`src/rtl/timer_counter.sv`:
```
// Memory-mapped countdown timer: CTRL/PRESET/COUNT word registers with byte-merged
// writes, a four-state count FSM and a maskable, level-style interrupt request.
module timer_counter #(
    parameter int CTRL_W = 4,
    parameter int CNT_W  = 32
) (
    input  logic        clk,
    input  logic        rst_n,
    input  logic [3:2]  addr,
    input  logic        we,
    input  logic [3:0]  byteEn,
    input  logic [31:0] din,
    output logic [31:0] dout,
    output logic        irq
);

    typedef enum logic [1:0] {
        IDLE = 2'b00,
        LOAD = 2'b01,
        CNT  = 2'b10,
        INT  = 2'b11
    } state_t;

    state_t             state_reg;
    logic [CTRL_W-1:0]  ctrl_reg;
    logic [CNT_W-1:0]   preset_reg;
    logic [CNT_W-1:0]   count_reg;
    logic               irq_flag_reg;

    logic [31:0]        byte_mask;
    logic [CTRL_W-1:0]  ctrl_merged;
    logic [CNT_W-1:0]   preset_merged;
    logic               wr_ctrl;
    logic               wr_preset;
    logic               fsm_set_flag;

    for (genvar gi = 0; gi < 4; gi++) begin : g_byte_mask
        assign byte_mask[8*gi +: 8] = {8{byteEn[gi]}};
    end

    assign ctrl_merged   = (ctrl_reg & ~byte_mask[CTRL_W-1:0]) |
                           (din[CTRL_W-1:0] & byte_mask[CTRL_W-1:0]);
    assign preset_merged = (preset_reg & ~byte_mask[CNT_W-1:0]) |
                           (din[CNT_W-1:0] & byte_mask[CNT_W-1:0]);

    // An all-zero byteEn is a no-op, so it must not clear the pending flag either.
    assign wr_ctrl      = we && (addr == 2'b00) && (|byteEn);
    assign wr_preset    = we && (addr == 2'b01) && (|byteEn);
    assign fsm_set_flag = (state_reg == CNT) && ctrl_reg[0] && (count_reg <= CNT_W'(1));

    always_ff @(posedge clk or negedge rst_n) begin
        if (!rst_n) begin
            state_reg    <= IDLE;
            ctrl_reg     <= '0;
            preset_reg   <= '0;
            count_reg    <= '0;
            irq_flag_reg <= 1'b0;
        end else begin
            case (state_reg)
                IDLE: begin
                    if (ctrl_reg[0]) state_reg <= LOAD;
                end
                LOAD: begin
                    count_reg <= preset_reg;
                    state_reg <= CNT;
                end
                CNT: begin
                    if (!ctrl_reg[0]) begin
                        state_reg <= IDLE;
                    end else if (count_reg > CNT_W'(1)) begin
                        count_reg <= count_reg - CNT_W'(1);
                    end else begin
                        count_reg    <= '0;
                        irq_flag_reg <= 1'b1;
                        state_reg    <= INT;
                    end
                end
                INT: begin
                    // Auto-reload returns straight to LOAD, giving a PRESET+2 period.
                    if (ctrl_reg[2:1] == 2'b01) begin
                        irq_flag_reg <= 1'b0;
                        state_reg    <= ctrl_reg[0] ? LOAD : IDLE;
                    end else begin
                        ctrl_reg[0]  <= 1'b0;
                        state_reg    <= IDLE;
                    end
                end
                default: state_reg <= IDLE;
            endcase

            // Bus updates come last so a CTRL write overrides the FSM's EN clear.
            if (wr_ctrl)   ctrl_reg   <= ctrl_merged;
            if (wr_preset) preset_reg <= preset_merged;
            if ((wr_ctrl || wr_preset) && !fsm_set_flag) irq_flag_reg <= 1'b0;
        end
    end

    always_comb begin
        dout = '0;
        case (addr)
            2'b00:   dout = 32'(ctrl_reg);
            2'b01:   dout = 32'(preset_reg);
            2'b10:   dout = 32'(count_reg);
            default: dout = '0;
        endcase
    end

    assign irq = irq_flag_reg & ctrl_reg[3];

endmodule
```
`config.mk`:
```
export PLATFORM = sky130hd
export DESIGN_NAME = timer_counter
export DESIGN_NICKNAME = d
export VERILOG_FILES = /design/src/rtl/timer_counter.sv
export SDC_FILE = /design/constraint.sdc
export NUM_CORES = 1
export LEC_CHECK = 0
export BUFFER_PORTS_ARGS = -buffer_cell sky130_fd_sc_hd__buf_2
export CELL_PAD_IN_SITES_DETAIL_PLACEMENT = 0
export CELL_PAD_IN_SITES_GLOBAL_PLACEMENT = 1
export CORE_UTILIZATION = 47
export DETAILED_ROUTE_END_ITERATION = 7
export MAX_ROUTING_LAYER = met4
export PLACE_DENSITY_LB_ADDON = 0.1
export SYNTH_ARGS = -nofsm -noshare
export SYNTH_HDL_FRONTEND = slang
export SYNTH_SLANG_ARGS = --single-unit
```
`constraint.sdc`:
```
create_clock -name clk -period 7.4 [get_ports clk]
set_clock_uncertainty 0.2 [all_clocks]
set_input_delay 1.11 -clock clk [delete_from_list [all_inputs] [get_ports clk]]
set_output_delay 1.11 -clock clk [all_outputs]
set_load 0.02 [all_outputs]
```
== Word-level counts from Yosys, hierarchy flattened ==
Index checks and enable logic that the tools add are counted.

* $add $sub $neg: 1
* Magnitude comparators: 2
* Equal/unequal tests: 13
* Muxes and demuxes: 18
* Bitwise operators: 9
* Reductions and logical operators: 19

{| class="wikitable"
|+ Operators by type and width
! operator !! count
|-
| $pmux W32 S3 || 1
|-
| $and A32 B32 Y32 || 2
|-
| $mux W32 || 2
|-
| $pmux W32 S2 || 1
|-
| $gt A32 B1 Y1 const B || 1
|-
| $le A32 B1 Y1 const B || 1
|-
| $not A32 Y32 || 1
|-
| $or A32 B32 Y32 || 1
|-
| $sub A32 B1 Y32 const B || 1
|-
| $mux W1 || 9
|-
| $and A4 B4 Y4 || 2
|-
| $pmux W2 S4 || 1
|-
| $logic_and A1 B1 Y1 || 7
|-
| $eq A2 B1 Y1 const B || 3
|-
| $eq A2 B2 Y1 const B || 3
|-
| $mux W2 || 3
|-
| $ne A2 B2 Y1 const B || 3
|-
| $ne A3 B2 Y1 const B || 2
|-
| $ne A3 B3 Y1 const B || 2
|-
| $reduce_and A2 Y1 || 3
|-
| $logic_not A2 Y1 || 2
|-
| $not A4 Y4 || 1
|-
| $or A4 B4 Y4 || 1
|-
| $reduce_and A4 Y1 || 1
|-
| other kinds (7) || 8
|}

* Bits in registers: 71
* Input port bits: 41
* Output and inout bits: 33
* Word-level logic and storage cells: 68

== Longest topological paths before layout ==
* Depth after elaboration: 7
* Gate-level depth with buffers: 9
* Mapped depth without buffers: 7

== Least setup slack after synthesis ==
OpenSTA, ideal clock, no wires.

* Path kind: input-to-output
* Start: input addr[3] in the netlist's numbering
* End: output dout[11]
* Arrival time: 2.425 ns
* Required time: 6.090 ns
* Setup slack: 3.665 ns
* Stages: 5
* Path buffers: 3
* Cell sequence: clkbuf_1 > nor2b_1 > clkbuf_1 > buf_1 > a22o_1

* Word-level cells in the longest chain between the ends: 2
* Elaborated cells between the ends (all ways): 4
* Those cells by class: eq/ne (2); mux (1); reduce/logical (1)

{| class="wikitable"
|+ RTL lines
! what !! RTL line !! RTL
|-
| start, declared || 9 || <nowiki>input logic [3:2] addr,</nowiki>
|-
| $eq A2 B2 Y1 (tied with other cells) || 100 || <nowiki>case (addr)</nowiki>
|-
| $pmux W32 S3 (*) || 100 ||
|-
| end, declared || 13 || <nowiki>output logic [31:0] dout,</nowiki>
|}

Every way passes the cells marked *; elsewhere a longest branch is shown, timed or not.

== Worst setup path in the final report ==
* Start: input addr[2] in the netlist's numbering
* End: output dout[2]

Same word-level chain as after synthesis.

==> results.py <==
metrics = {
    "setup_path": {
        "crit_path_end_kind": "output port",
        "critPathLaunchType": "input port",
        "r2r_end": "count_reg[27]",
        "cp-startpoint": "addr[2]",
        "crit_end": "dout[2]",
        "slowest_stage": "nor2b_2",
        "path_cells": "buf_2, nor2b_2, buf_4, nand2_1, o21ai_0, buf_2",
        "worst-path-stages": 6,
        "cp_num_buf_inv": 3,
        "critPathMaxFanout": 17,
        "required_ns": 6.09,
        "slowest_delay_ns": 0.70,
        "ff2ff_path_depth": 5,
        "critPathMostFrequentCell": "buf_2",
        "path_delay_family": "simple AND/OR/NAND/NOR gates",
        "arrival_ns": 2.72,
        "r2r_slack_ns": 4.22,
        "path_class": "input port to output port",
        "worstReg2RegStart": "state_reg[1]",
    },
    "yosys": {
        "yosysWarningCount": 0,
        "synthDistinctLibCells": 57,
        "syn_nets": 440,
        "synth_common_cells": "71 x dfrtp_1, 35 x mux2_2, 30 x a22o_1",
        "ys_seq_elements": 71,
        "synth_area_um2": 4095,
        "yosys.area.top_type": "dfrtp_1",
        "synth_area_leaders": "dfrtp_1 43%, mux2_2 9.6%, a22o_1 6.4%, a22oi_1 2.4%, o211ai_1 2.2%",
        "synth_top_cell_area_share_pct": 43.39,
        "postSynth.asyncResetShare_pct": 100.0,
        "avgSynthCellArea_um2": 10.32,
        "netlist_instances": 397,
        "synth_flop_cell": "dfrtp_1",
        "synth-edff-count": 0,
        "seq_area_frac_synth_pct": 43.39,
        "yosysMostFrequentCell": "dfrtp_1",
    },
    "placed_design": {
        "portBuffers": 73,
        "place_hpwl_um": 7388,
        "routabilityCongestion": 0.8276,
    },
    "sta": {
        "relSlewSlack_pct": 37.25,
        "finalCriticalPeriod_ns": 4.034,
        "worstMarginPinSlew_ns": 0.9371,
        "slew_violations": 0,
        "whs_ns": 0.3366,
        "finalHoldViolations": 0,
        "final.setup.tns_ns": 0,
        "max_freq_mhz": 247.9,
        "rsz0062_at_grt": "no",
        "setup_violations": 0,
        "fin_crit_sh_pct": 54.51,
    },
    "clocking": {
        "cts.path.max_buffers": 2,
        "cts_hold_buf": 0,
        "htreeDepth": 3,
        "cts_buffers": 9,
        "clk_pin_slew_ns": 0.08,
        "clkSinkCount": 71,
        "post_cts_buffers": 0,
        "ctsResizeCount": 0,
        "cts_tree": "yes",
        "cts_root_buffer": "clkbuf_8",
        "clk_latency_ns": 0.35,
    },
    "floorplan": {
        "die-area_um2": 9091,
        "pin_count": 74,
        "fp-row-count": 33,
        "start_util_pct": 49.10,
        "die_w_um": 95.35,
        "die-height_um": 95.35,
        "core_um2": 8341,
    },
    "outcome": {
        "status": "finished clean",
    },
    "layout": {
        "regArea_um2": 1777,
        "n_antenna_cell": 0,
        "fin_nets": 501,
        "drive_gt1_share_pct": 31.75,
        "synthToLayoutAreaGrowth_pct": 14.36,
        "multi_input_area_um2": 2167,
        "nFillCells": 793,
    },
    "route": {
        "drt-wirelength-per-cell_um": 19.11,
        "drc_errors": 0,
        "drt_iter0_markers": 201,
        "dr.pass1.iters": 5,
        "wl_um": 10860,
        "avgViaCountPerCell": 6.298,
        "num_vias": 3577,
        "drtAntennaViolNets": 0,
    },
    "global_routing": {
        "grt_pass1_vias": 3366,
        "gr-usage-met3_pct": 3.828,
        "grtUsageMet1_pct": 35.57,
        "antenna_found_initial": 0,
        "grt_pass1_wl_um": 17540,
        "grt_max_degree": 72,
        "grtUsageMet2_pct": 40.24,
        "busiest_layer": "met2",
        "overflow": 0,
        "gr-usage-all-layers_pct": 26.19,
    },
    "power": {
        "ir_drop_mv": 0.1582,
        "power_leakage_nw": 2.006,
        "p_per_area_nw_per_um2": 348.2,
        "power_w": 0.001631,
    },
    "job": {
        "drv_cap": 0,
    },
    "worst_hold_path": {
        "hold_class": "flip-flop to flip-flop",
    },
}
==> worst min path at each step <==
stage / start / endpoint / slack (ns) / depth (start not counted)
2_1_floorplan: flip-flop / count_reg[6] / 0.29 / 2
3_3_place_gp: flip-flop / flip-flop / 0.31 / 1
3_5_place_dp: flip-flop / flip-flop / 0.31 / 1
4_1_cts: flip-flop / flip-flop / 0.33 / 1
5_1_grt: flip-flop / flip-flop / 0.36 / 1
6_report: flip-flop / flip-flop / 0.34 / 1
==> kinds of logic (layout without fill, tap and decap cells) <==
kind of cell | Yosys count | count (layout) | share of synthesized area, %
and+or+nand+nor | 137 | 137 | 20.20
buffers and inverters | 36 | 102 | 3.941
muxes | 39 | 39 | 10.60
DFF | 71 | 71 | 43.39
adders and majority gates | 2 | 2 | 0.6110
AOI/OAI and AO/OA | 112 | 112 | 21.27
==> cell usage in the layout (no fill, tap or decap), types with 11 or more instances in the layout <==
cell / count
buf_2: 73
dfrtp_1: 71
mux2_2: 35
a22o_1: 30
nand2_1: 22
nor2_1: 22
nand3_1: 14
a22oi_1: 13
o211ai_1: 12
o21ai_0: 11
==> layer usage <==
metal  wire, um  vias up
li1           -     1684
met1       4956     1743
met2       5049      126
met4        201        0
met3        646       24
met5          0        -
==> where the power goes <==
part	leakage [nW]	internal, W	switching (W)	total (W)
Combinational	1.06	0.000281	0.000354	0.000635
Clock	0.0853	0.000130	0.000151	0.000282
Sequential	0.863	0.000526	0.000188	0.000714
Total	2.01	0.000937	0.000693	0.00163
==> metrics by stage <==
stage	setup slack [ns]	utilization, %	instance area (um2)	cells
after floorplan	3.665	-	4095	397
after global placement	3.436	54.05	4508	552
after detailed placement	3.365	54.05	4508	552
after CTS	3.360	56.15	4683	568
after global routing	3.210	56.15	4683	568
final	3.366	56.15	4683	568
==> cell type report <==
class,count,share of cell area [%]
clock inverters,5,0.7213
inverters,8,0.6412
multi-input cells,290,46.27
clock buffers,11,3.019
flip-flops and latches,71,37.94
well taps,105,2.805
repair buffers,78,8.603
Power figures use the tool's default switching activity.
